`src/rtl/pipeline_pkg.sv`:
```
// Shared scoreboard constants and FSM state encoding for the ID-stage hazard unit.
package pipeline_pkg;
  localparam int NUM_REGS = 32;
  localparam int CNT_W    = 2;
  localparam int TIMEOUT  = 15;
  localparam int STALL_W  = 4;

  typedef enum logic [1:0] {
    ST_RUN   = 2'd0,
    ST_STALL = 2'd1,
    ST_FLUSH = 2'd2
  } state_e;
endpackage

```
`src/rtl/pipeline_scoreboard_if.sv`:
```
// Issue/retire/redirect inputs and pipeline steering outputs of the scoreboard.
interface pipeline_scoreboard_if;
  logic       issue_valid;
  logic [4:0] issue_rs;
  logic [4:0] issue_rt;
  logic       issue_uses_rt;
  logic [4:0] issue_rd;
  logic       issue_regwrite;
  logic       wb_valid;
  logic [4:0] wb_rd;
  logic       redirect;
  logic       PCWrite;
  logic       IF_ID_Write;
  logic       control;
  logic       IF_ID_flush;
  logic       stall_timeout;

  modport master (
    output issue_valid, issue_rs, issue_rt, issue_uses_rt, issue_rd, issue_regwrite,
    output wb_valid, wb_rd, redirect,
    input  PCWrite, IF_ID_Write, control, IF_ID_flush, stall_timeout
  );

  modport slave (
    input  issue_valid, issue_rs, issue_rt, issue_uses_rt, issue_rd, issue_regwrite,
    input  wb_valid, wb_rd, redirect,
    output PCWrite, IF_ID_Write, control, IF_ID_flush, stall_timeout
  );
endinterface

```
`src/rtl/scoreboard_counters.sv`:
```
// Per-register in-flight write counters (registers 1..31); r0 is never pending.
// SCOREBOARD_WB_BYPASS_EN: a last in-flight write retiring this cycle reads as not pending.
module scoreboard_counters
  import pipeline_pkg::*;
(
  input  logic                Clk,
  input  logic                Rst,
  input  logic                i_inc_en,
  input  logic [4:0]          i_inc_rd,
  input  logic                i_dec_en,
  input  logic [4:0]          i_dec_rd,
  output logic [NUM_REGS-1:0] o_pending,
  output logic [NUM_REGS-1:0] o_full
);

  assign o_pending[0] = 1'b0;
  assign o_full[0]    = 1'b0;

  for (genvar g = 1; g < NUM_REGS; g++) begin : g_reg
    logic [CNT_W-1:0] r_cnt;
    logic             w_inc;
    logic             w_dec;

    assign w_inc = i_inc_en && (i_inc_rd == 5'(g));
    assign w_dec = i_dec_en && (i_dec_rd == 5'(g));

    // Simultaneous issue and retire of the same register cancel out.
    always_ff @(posedge Clk or posedge Rst) begin
      if (Rst) begin
        r_cnt <= '0;
      end else if (w_inc && !w_dec) begin
        r_cnt <= r_cnt + 1'b1;
      end else if (w_dec && !w_inc && (r_cnt != '0)) begin
        r_cnt <= r_cnt - 1'b1;
      end
    end

`ifdef SCOREBOARD_WB_BYPASS_EN
    assign o_pending[g] = (r_cnt != '0) && !(w_dec && (r_cnt == CNT_W'(1)));
`else
    assign o_pending[g] = (r_cnt != '0);
`endif
    assign o_full[g] = &r_cnt;
  end

endmodule

```
`src/rtl/pipeline_scoreboard.sv`:
```
// ID-stage scoreboard: RAW/structural hazard detection, RUN/STALL/FLUSH steering, stall watchdog.
// Optional SCOREBOARD_WB_BYPASS_EN lets a retiring write resolve a hazard in the same cycle.
module pipeline_scoreboard
  import pipeline_pkg::*;
(
  input  logic                  Clk,
  input  logic                  Rst,
  pipeline_scoreboard_if.slave  bus
);

  state_e               r_state;
  logic [STALL_W-1:0]   r_stall_cnt;
  logic                 r_timeout;
  logic [NUM_REGS-1:0]  w_pending;
  logic [NUM_REGS-1:0]  w_full;
  logic                 w_data_haz;
  logic                 w_struct_haz;
  logic                 w_hazard;
  logic                 w_inc_en;
  logic [STALL_W-1:0]   w_stall_nxt;

  assign w_data_haz   = bus.issue_valid &&
                        (w_pending[bus.issue_rs] || (bus.issue_uses_rt && w_pending[bus.issue_rt]));
  assign w_struct_haz = bus.issue_valid && bus.issue_regwrite && w_full[bus.issue_rd];
  assign w_hazard     = w_data_haz || w_struct_haz;
  assign w_inc_en     = (r_state == ST_RUN) && bus.issue_valid && bus.issue_regwrite && !w_hazard;
  assign w_stall_nxt  = (&r_stall_cnt) ? r_stall_cnt : r_stall_cnt + 1'b1;

  scoreboard_counters u_counters (
    .Clk       (Clk),
    .Rst       (Rst),
    .i_inc_en  (w_inc_en),
    .i_inc_rd  (bus.issue_rd),
    .i_dec_en  (bus.wb_valid),
    .i_dec_rd  (bus.wb_rd),
    .o_pending (w_pending),
    .o_full    (w_full)
  );

  // Redirect is only honoured in RUN; the stall counter runs only while STALL persists.
  always_ff @(posedge Clk or posedge Rst) begin
    if (Rst) begin
      r_state     <= ST_RUN;
      r_stall_cnt <= '0;
      r_timeout   <= 1'b0;
    end else begin
      r_stall_cnt <= '0;
      unique case (r_state)
        ST_RUN: begin
          if (bus.redirect)  r_state <= ST_FLUSH;
          else if (w_hazard) r_state <= ST_STALL;
        end
        ST_STALL: begin
          if (!w_hazard) begin
            r_state <= ST_RUN;
          end else begin
            r_stall_cnt <= w_stall_nxt;
            if (w_stall_nxt == STALL_W'(TIMEOUT)) r_timeout <= 1'b1;
          end
        end
        ST_FLUSH: r_state <= ST_RUN;
        default:  r_state <= ST_RUN;
      endcase
    end
  end

  // Steering follows state and the live hazard so the first hazard cycle already stalls.
  always_comb begin
    bus.PCWrite     = 1'b1;
    bus.IF_ID_Write = 1'b1;
    bus.control     = 1'b1;
    bus.IF_ID_flush = 1'b0;
    unique case (r_state)
      ST_RUN: begin
        if (w_hazard) begin
          bus.PCWrite     = 1'b0;
          bus.IF_ID_Write = 1'b0;
          bus.control     = 1'b0;
        end
      end
      ST_STALL: begin
        bus.PCWrite     = 1'b0;
        bus.IF_ID_Write = 1'b0;
        bus.control     = 1'b0;
      end
      ST_FLUSH: begin
        bus.IF_ID_Write = 1'b0;
        bus.control     = 1'b0;
        bus.IF_ID_flush = 1'b1;
      end
      default: ;
    endcase
  end

  assign bus.stall_timeout = r_timeout;

endmodule

```
`src/flat_wrapper.sv`:
```
// flat-port wrapper written by rule: the top's interface ports become plain ports
module pipeline_scoreboard_flat import pipeline_pkg::*;
  (Clk, Rst, bus_issue_valid, bus_issue_rs, bus_issue_rt, bus_issue_uses_rt, bus_issue_rd, bus_issue_regwrite, bus_wb_valid, bus_wb_rd, bus_redirect, bus_PCWrite, bus_IF_ID_Write, bus_control, bus_IF_ID_flush, bus_stall_timeout);
  pipeline_scoreboard_if bus_i ();
  input  logic Clk;
  input  logic Rst;
  input wire logic [$bits(bus_i.issue_valid)-1:0] bus_issue_valid;
  input wire logic [$bits(bus_i.issue_rs)-1:0] bus_issue_rs;
  input wire logic [$bits(bus_i.issue_rt)-1:0] bus_issue_rt;
  input wire logic [$bits(bus_i.issue_uses_rt)-1:0] bus_issue_uses_rt;
  input wire logic [$bits(bus_i.issue_rd)-1:0] bus_issue_rd;
  input wire logic [$bits(bus_i.issue_regwrite)-1:0] bus_issue_regwrite;
  input wire logic [$bits(bus_i.wb_valid)-1:0] bus_wb_valid;
  input wire logic [$bits(bus_i.wb_rd)-1:0] bus_wb_rd;
  input wire logic [$bits(bus_i.redirect)-1:0] bus_redirect;
  output wire logic [$bits(bus_i.PCWrite)-1:0] bus_PCWrite;
  output wire logic [$bits(bus_i.IF_ID_Write)-1:0] bus_IF_ID_Write;
  output wire logic [$bits(bus_i.control)-1:0] bus_control;
  output wire logic [$bits(bus_i.IF_ID_flush)-1:0] bus_IF_ID_flush;
  output wire logic [$bits(bus_i.stall_timeout)-1:0] bus_stall_timeout;
  assign bus_i.issue_valid = bus_issue_valid;
  assign bus_i.issue_rs = bus_issue_rs;
  assign bus_i.issue_rt = bus_issue_rt;
  assign bus_i.issue_uses_rt = bus_issue_uses_rt;
  assign bus_i.issue_rd = bus_issue_rd;
  assign bus_i.issue_regwrite = bus_issue_regwrite;
  assign bus_i.wb_valid = bus_wb_valid;
  assign bus_i.wb_rd = bus_wb_rd;
  assign bus_i.redirect = bus_redirect;
  assign bus_PCWrite = bus_i.PCWrite;
  assign bus_IF_ID_Write = bus_i.IF_ID_Write;
  assign bus_control = bus_i.control;
  assign bus_IF_ID_flush = bus_i.IF_ID_flush;
  assign bus_stall_timeout = bus_i.stall_timeout;
  pipeline_scoreboard u_core (.Clk(Clk), .Rst(Rst), .bus(bus_i));
endmodule
```
`config.mk`:
```
export PLATFORM = sky130hd
export DESIGN_NAME = pipeline_scoreboard_flat
export DESIGN_NICKNAME = d
export VERILOG_FILES = /design/src/rtl/pipeline_pkg.sv /design/src/rtl/pipeline_scoreboard_if.sv /design/src/rtl/scoreboard_counters.sv /design/src/rtl/pipeline_scoreboard.sv /design/src/flat_wrapper.sv
export SDC_FILE = /design/constraint.sdc
export NUM_CORES = 1
export LEC_CHECK = 0
export ABC_AREA = 1
export CORE_ASPECT_RATIO = 0.7
export CORE_MARGIN = 1
export CORE_UTILIZATION = 55
export DETAILED_ROUTE_END_ITERATION = 8
export MAX_ROUTING_LAYER = met4
export PLACE_DENSITY = 0.74
export RECOVER_POWER = 100
export SETUP_SLACK_MARGIN = 0.05
export SLEW_MARGIN = 20
export SYNTH_ARGS = -nofsm -noshare
export SYNTH_HDL_FRONTEND = slang
export SYNTH_HIERARCHICAL = 1
export SYNTH_SLANG_ARGS = --single-unit
```
`constraint.sdc`:
```
create_clock -name Clk -period 5 [get_ports Clk]
set_input_delay 0.5 -clock Clk [delete_from_list [all_inputs] [get_ports Clk]]
set_output_delay 0.5 -clock Clk [all_outputs]
set_load 0.03 [all_outputs]
```
==> summary by stage, run 1 <==
Floorplan
From left edge to right edge, the die measures 131 um. During I/O placement, the number of pins put on the boundary was 32. The area enclosed by the die boundary is 12,100 um^2. In this run the standard cell core region covers between 10,000 and 15,000 um^2. The floorplan has 32 rows. The die extent in y is 92.4 um. The starting utilization of the core area is a little under three fifths.

Worst setup path
STA classifies the critical path startpoint as an input pin. The kind of end point of the critical path is an output port. The highest fanout seen on the critical path is 18.

The signal on the critical path passes through dlygate4sd3_1, inv_6, nand2_1, nand3_1, nand3_1, nand2_1, nand2_1, a21oi_1, o21bai_1, nand3_1, o21ai_0, dlygate4sd3_1. For the worst setup path, the data required time is ~4.5 ns. The cell type of the slowest stage on the worst timing path is dlygate4sd3_1. The kind of critical path is in2out. The worst path arrival time is around 3.6 ns. In this design, the stage delay of the slowest critical-path cell is around 1.0 ns.

Layout
The proportion of layout cells with a drive suffix above 1 is slightly above 6%. The repair_antennas step left the layout with diodes totalling 0. After filler insertion, the fill cell instance count of the layout stands at 1,114. The leading cell type in the layout, fill and taps excluded is nand2_1. The top cell types in the final layout, fill and taps aside, are 394 x nand2_1, 218 x nand3_1, 148 x inv_1. The synthesis-to-layout area growth is 8.55%. At the end of the flow, the number of nets in the layout was roughly 1,100.

CTS
Clock-pin slew was measured on the worst setup and hold paths at roughly 0.050 ns. The number of gates given a new drive strength after cts is 0. The count of hold-fix buffers inserted at cts is 0. The clock passes through at most 2 buffers. The clock tree from TritonCTS is built. The total CTS buffers is 9.

For this design, the sink count on the clock tree is approximately 70. The number of levels the H-tree was split into is 3. CTS placed an instance of clkbuf_16 at the clock tree root. For the worst-skew pair, the clock arrives at the later sink with an insertion delay of approximately 0.34 ns. After clock tree synthesis, the setup repair step added 0 buffers.

Route
For this block, the routed nets add up to between 15 and 20 mm of wire. The post-detailed-route via-to-cell ratio is 5.39. In the routed design, unresolved DRC markers number 0. After detailed routing, the average wire length per cell comes to about 15 um. The first routing iteration left roughly 830 violations. For this block, the via count after detailed routing is around 6,800. The count of nets left with antenna violations once routing finished came out at 0. The first detailed-routing pass ran for 7 iterations.

Yosys
The count of unique library cells instantiated by Yosys is 31. The synthesized design contains between 60 and 70 register bits. The synthesized netlist cell count is 1,075. The total number of yosys warnings is 6. The synthesized netlist occupies a cell area of ~6400 um^2. The library cell with the largest summed area after synthesis is dfrtp_1. Sequential cells were found to cover around 27% of the synthesized design area. The mean instance size in the synthesized netlist is around 6 um^2. Sorting the synthesized cells by area gives the leading types as dfrtp_1 27%, nand2_1 23%, nand3_1 16%. The proportion of netlist area held by the largest area contributor is about 27%.

Worst hold path
The tightest min-delay check is of the reg2reg type.

Pwr
In this run the power spent charging and discharging nets is ~1.3 mW. The clock network burns 21.1% of the power. Per report_power, the combinational group accounts for between 40 and 50% of the total. The power density normalized to cell area is around 420 nW/um^2. The power share of the sequential group is 32.5%.

The internal power of the cells totals ~1.6 mW. The overall power consumption is between 2 and 3 mW. The worst ir drop on vdd is between 0.2 and 0.3 mV.

The fraction of power spent switching nets is 45.2%. The leakage power summed over all cells is slightly below 4 nW.

STA
The slew at the pin with the worst max-slew slack is 1.63 ns. Static timing analysis puts the maximum clock frequency at approximately 250 MHz. Setup repair after global routing left no endpoint under its margin.

Setup violations remaining at the end of the flow were counted as 0. The worst path in the final design needs a cycle of 4.06 ns, including I/O delays and setup. Dividing the final minimum period by the clock period gives 81.3%. The max-slew violation count is 63. In the final timing run, aggregate negative setup slack is 0 ns.

The relative slew slack is -8.90%. The number of endpoints with negative hold slack in the final report is 0. The smallest hold slack is approximately 0.48 ns. Clock skew on the completed layout was measured at 0.00620 ns.

Global route
Entering global routing, the biggest net connects 63 pins. The global-route total usage across every layer is between 30% and 40%. The number of antenna violations at the first check in global routing is 0. The via count of the first global-routing pass was approximately 6,000. The first global-routing pass estimated 30.2 mm of wire.

The total overflow left after global routing is 0.

Place
At the end of routability-driven placement, the weighted congestion stood at between 0.9 and 1. Input and output buffers added on the ports amount to 31. Summed over all nets, the half-perimeter wirelength after detailed placement is roughly 14 mm.

Run status
The final reports fail on capacitance limit, slew limit. The flow ran to the end, but the final reports show violations.

Job
The tool flagged a number of max-cap violations equal to 1.
-- cell type report --
class / count / area [um^2] / share of cell area [%]
timing repair buffer: 38 / 360 / 5.17
inverter: 161 / 622 / 8.92
sequential: 69 / 1730 / 24.8
clock buffer: 12 / 246 / 3.54
multi-input combinational: 823 / 3790 / 54.4
clock inverter: 2 / 35.0 / 0.503
tap: 153 / 191 / 2.75
-- power groups by stage --
stage / clock network [mW] / registers, mW / logic, mW
5_1_grt: 0.656 / 0.988 / 1.54
3_5_place_dp: 0 / 0.958 / 1.34
4_1_cts: 0.636 / 0.952 / 1.34
6_report: 0.621 / 0.955 / 1.36
2_1_floorplan: 0 / 0.914 / 0.997
3_3_place_gp: 0 / 0.957 / 1.33
-- layer usage --
metal	share of wire [%]	vias to the layer above	track usage, %
met4	1.0	0	6.67
met5	0	-	-
li1	-	3434	-
met3	11	23	9.52
met1	48	3056	44.7
met2	40	268	47.5
-- state kept, by name, summed over array words and instances, names as in the netlist --
name and flops:
u_core/bus.stall_timeout 1, u_core/u_counters/g.r_cnt 62, u_core/r_state 2, u_core/r_stall_cnt 4
-- per-stage QoR --
| step | instances | setup slack [ns] | util [%] | instance area (um^2) |
|---|---|---|---|---|
| 6_report | 1258 | 0.935 | 62.4 | 6970 |
| 5_1_grt | 1258 | 0.617 | 62.4 | 6970 |
| 4_1_cts | 1258 | 1.14 | 63.3 | 7070 |
| 3_5_place_dp | 1244 | 0.963 | 60.8 | 6790 |
| 3_3_place_gp | 1244 | 0.961 | 60.8 | 6790 |
| 2_1_floorplan | 1076 | 2.40 | - | 6420 |
-- logic make-up (layout without fill, tap and decap cells) --
| kind of cell | after synthesis | count (layout) | share of synthesized area (%) |
|---|---|---|---|
| and+or+nand+nor | 802 | 802 | 58.2 |
| buffers and inverters | 184 | 213 | 12.6 |
| DFF | 69 | 69 | 26.9 |
| AOI/OAI and AO/OA | 13 | 13 | 1.21 |
| adders and majority gates | 4 | 4 | 0.779 |
| other | 1 | 2 | 0.0584 |
| xor gates and xnor gates | 1 | 1 | 0.136 |
| muxes | 1 | 1 | 0.156 |
-- Yosys cell counts --
| cell | n |
|---|---|
| xnor2_1 | 1 |
| dfrtp_1 | 69 |
| nor3_1 | 5 |
| inv_2 | 4 |
| and2_4 | 1 |
| inv_8 | 1 |
| buf_2 | 5 |
| nor2_1 | 102 |
| o21ai_0 | 2 |
| nand3_1 | 205 |
| nor2_2 | 9 |
| nand2_4 | 2 |
| inv_1 | 149 |
| nand2_2 | 13 |
| clkbuf_1 | 2 |
| nand4_1 | 19 |
| nor2_8 | 3 |
| inv_6 | 2 |
| nor2_4 | 8 |
| buf_6 | 9 |
| nand3b_1 | 16 |
| a21oi_1 | 9 |
| nor4_1 | 1 |
| mux2i_1 | 1 |
| ha_1 | 4 |
| nand2_1 | 391 |
| nand3_2 | 27 |
| buf_4 | 7 |
| clkinv_1 | 5 |
| o21bai_2 | 2 |
| conb_1 | 1 |
-- critical path: cells and delay by family --
family / cells / cell delay [ns]
buffers and inverters: 3 / 1.97
and+or+nand+nor: 6 / 0.67
AOI/OAI and AO/OA: 3 / 0.45
-- final timing paths --
check	startpoint	end	slack, ns	depth (start not counted)
min reg2reg	u_core/bus.stall_timeout	u_core/bus.stall_timeout	0.48	1
min in group asynchronous	Rst	u_core/r_stall_cnt[2]	0.57	2
max reg2reg	u_core/u_counters/g_reg[31].r_cnt[0]	u_core/u_counters/g_reg[1].r_cnt[1]	1.63	20
max	bus_issue_rd[0]	bus_IF_ID_Write	0.94	12
min	u_core/bus.stall_timeout	u_core/bus.stall_timeout	0.48	1
max in group asynchronous	Rst	u_core/u_counters/g_reg[20].r_cnt[1]	2.82	3
Power figures use the tool's default switching activity.
==> run 2, diff against run 1 <==
Settings changed: PLACE_DENSITY 0.74 to 0.77.
Clock period 5 ns to 3.4 ns, I/O delays scaled along.
==> run 2 against run 1 <==
Net effect: the flow still finishes with violations (capacitance limit, slew limit); first-iteration DRC count is 25% lower; die area unchanged; cell area increased by 1.3%; hold slack got worse by 0.087 ns; total power is 48% higher; sequential share of layout area down 0.32 points; sequential power grew 47%; count of clock-buffer cells in the layout up 1; routed wire length increased by 0.69%; worst setup slack lost 0.60 ns; critical endpoint is now u_core/u_counters/g_reg[1].r_cnt[0]; largest power group unchanged.
==> summary by stage, run 2 (synthesized netlist as in run 1, its figures left out) <==
Floorplan
The die extent in y came to 92.4 um (unchanged). The horizontal die dimension is 131 um (unchanged). The starting utilization of the core area came to 57.5% (unchanged). The number of I/O pins is 32 (unchanged).

The area of the core is 11,200 um^2 (unchanged). The area enclosed by the die boundary is 12,100 um^2 (unchanged). The number of placement rows is 32 (unchanged).

CTS
The count of hold-fix buffers inserted at cts is 0 (unchanged). The clock edge transition at the registers on the reported setup and hold paths is 0.06 ns (was 0.05 ns). The number of buffers inserted to repair setup after CTS is 0 (unchanged). The number of gates given a new drive strength after cts is 0 (unchanged). The number of clock sinks is 69 (unchanged).

The number of levels the H-tree was split into is 3 (unchanged). The master cell of the clock root buffer is clkbuf_16 (unchanged). The buffer levels on the longest clock path is 2 (unchanged). The total CTS buffers is 9 (unchanged).

The worst-skew pair later-pin latency is 0.34 ns (about the same). The clock tree from TritonCTS is built (unchanged).

STA
The slew at the pin with the worst max-slew slack is 1.52 ns (was 1.63 ns). Setup repair after global routing missed its margin: no (unchanged). The max-slew violation count came to 58 (was 63). The number of endpoints with negative hold slack in the final report was 0 (unchanged). For this run, the top clock speed supported by timing is roughly 330 MHz. Dividing the final minimum period by the clock period gives between 90% and 100%. For the finished layout, the period the worst path requires is slightly above 3 ns.

The relative slew slack came to -1.32% (was -8.90%). The worst clock skew was 0.00460 ns (was 0.00620 ns). The final-report setup violation count is 0 (unchanged). The summed negative setup slack over all endpoints was 0 ns (unchanged).

Global route
The number of antenna violations at the first check in global routing is 0 (unchanged). The global-route congestion overflow total is 0 (unchanged). The global-route total usage across every layer is 32.9% (was 32.6%). The global-route wire length before repair came to 30.3 mm (was 30.2 mm). The largest net degree at the start of global routing is 58 (was 63).

The via count of the first global-routing pass is 5,966 (was 5,981).

Worst setup path
The kind of critical path is in2reg (was in2out). The kind of end point of the critical path is a flop (was output port). The startpoint type of the worst setup path is an input pin (unchanged). The worst flop-to-flop path endpoint is u_core/u_counters/g_reg[1].r_cnt[0] (was u_core/u_counters/g_reg[1].r_cnt[1]). The worst flop-to-flop path startpoint is u_core/u_counters/g_reg[27].r_cnt[0] (was u_core/u_counters/g_reg[31].r_cnt[0]).

The number of cells on the worst reg-to-reg path is 20 (unchanged). The highest fanout seen on the critical path is 17 (was 18). The worst path arrival time is 3.29 ns (was 3.56 ns).

The worst setup slack for register-to-register paths is 0.39 ns (was 1.63 ns). The worst endpoint required time came to 3.62 ns (was 4.50 ns).

Layout
The number of flip-flops in the largest register came to 62 (unchanged). Largest registers: u_core/u_counters/g.r_cnt: 62 flops, u_core/r_stall_cnt: 4 flops, u_core/r_state: 2 flops (unchanged). Highest-count cells in the layout ignoring fill and taps: 393 x nand2_1, 217 x nand3_1, 149 x inv_1 (was 394 x nand2_1, 218 x nand3_1, 148 x inv_1).

The largest register by flop count is u_core/u_counters/g.r_cnt (unchanged). The number of nets in the finished design is 1,144 (was 1,133). The cell area after layout is 7060 um^2 (was 6970 um^2). The leading cell type in the layout, fill and taps excluded was nand2_1 (unchanged). The synthesis-to-layout area growth is 9.96% (was 8.55%).

The proportion of layout cells with a drive suffix above 1 is 7.51% (was 6.15%). The antenna diode count is 0 (unchanged).

Run status
Violations in the final reports: capacitance limit, slew limit (unchanged). Result of the run: finished, violations left (unchanged).

Route
The detailed-route DRC error count was 0 (unchanged). The post-detailed-route via-to-cell ratio is 5.33 (was 5.39). The via count of the routed design is 6,771 (was 6,781). The DRC violation total after the first TritonRoute iteration is 624 (was 831). The post-detailed-route wirelength per cell is 14.5 um (was 14.6 um). The number of iterations in the first detailed-routing pass is 6 (was 7). The wire length after detailed routing is 18.5 mm (was 18.4 mm).

The post-route antenna net violation count is 0 (unchanged).

Pwr
The worst ir drop on vdd came to 0.376 mV (was 0.256 mV). The leakage power summed over all cells is 3.89 nW (was 3.85 nW). The power density normalized to cell area is 615 nW/um^2 (was 422 nW/um^2).

Job
The reported max-cap violation count is 1 (unchanged).

Place
The area of placed instances is 6890 um^2 (was 6790 um^2). The detailed placer's ending HPWL is 14.3 mm (was 14.0 mm). The count of port buffers added during placement came to 31 (unchanged). The placer's final routability congestion estimate is 0.963 (was 0.954).

Worst hold path
The worst hold path class is in2async (was reg2reg).
run 2: cell types whose count changed in the layout (fill, tap and decap cells not counted), moves of 2 or more:
cell | previous run | this run
dlygate4sd3_1 | 7 | 3
clkbuf_2 | 1 | 3
clkbuf_1 | 2 | 6
clkbuf_8 | 1 | 4
buf_4 | 6 | 11
run 2: layout make-up:
class / count / area, um^2
clock buffer: 13 / 280
clock inverter: 3 / 17.5
fill: 1096 / 4110
inverter: 161 / 622
multi-input combinational: 823 / 3800
sequential: 69 / 1730
tap: 153 / 191
timing repair buffer: 49 / 420
run 2: routing by layer:
metal | wire, um | global-route usage, % | vias up | part of all wire (%)
li1 | - | - | 3456 | -
met1 | 8610 | 45.1 | 3031 | 47
met2 | 7570 | 46.5 | 254 | 41
met3 | 2010 | 10.3 | 30 | 11
met4 | 279 | 8.43 | 0 | 1.5
met5 | 0 | - | - | 0
run 2: worst max-delay path by stage:
stage,startpoint,endpoint,slack (ns),depth (start not counted)
3_5_place_dp,bus_issue_rd[0],u_core/u_counters/g_reg[24].r_cnt[0],0.05,19
2_1_floorplan,bus_issue_rs[1],u_core/u_counters/g_reg[12].r_cnt[1],1.06,19
4_1_cts,bus_issue_rd[0],u_core/u_counters/g_reg[24].r_cnt[0],0.40,19
6_report,bus_issue_rt[0],u_core/u_counters/g_reg[1].r_cnt[0],0.33,22
5_1_grt,bus_issue_rd[0],u_core/u_counters/g_reg[1].r_cnt[1],0.07,19
3_3_place_gp,bus_issue_rd[0],u_core/u_counters/g_reg[24].r_cnt[0],0.16,19
run 2: worst max-delay path, stage by stage:
cell and delay, ns:
clkdlybuf4s50_1 0.46, buf_4 0.23, inv_6 0.10, nand2_1 0.07, nand3_1 0.06, nand3_1 0.11
nand2_1 0.07, nand2_1 0.07, nand3b_1 0.10, nand3_2 0.10, nand2_2 0.06, nand2_2 0.07
nand3_1 0.10, nor2_1 0.15, inv_1 0.07, nor2_2 0.13, clkbuf_2 0.40, nand3_1 0.20
inv_1 0.13, nand2_2 0.08, nand3_1 0.11, nand2_1 0.07
run 2: metrics by stage:
step	util, %	hold WS, ns	std cells	worst slack, ns	total power [mW]
3_3_place_gp	61.7	0.476	1255	0.163	3.36
2_1_floorplan	-	0.143	1076	1.06	2.81
6_report	63.2	0.395	1271	0.335	4.34
4_1_cts	64.4	0.260	1271	0.398	4.34
3_5_place_dp	61.7	0.461	1255	0.0525	3.38
5_1_grt	63.2	0.420	1271	0.0656	4.69
run 2: report_power, final:
part           switching (mW)  internal [mW]
combinational            1.34          0.666
clock                   0.362          0.571
sequential              0.277           1.12
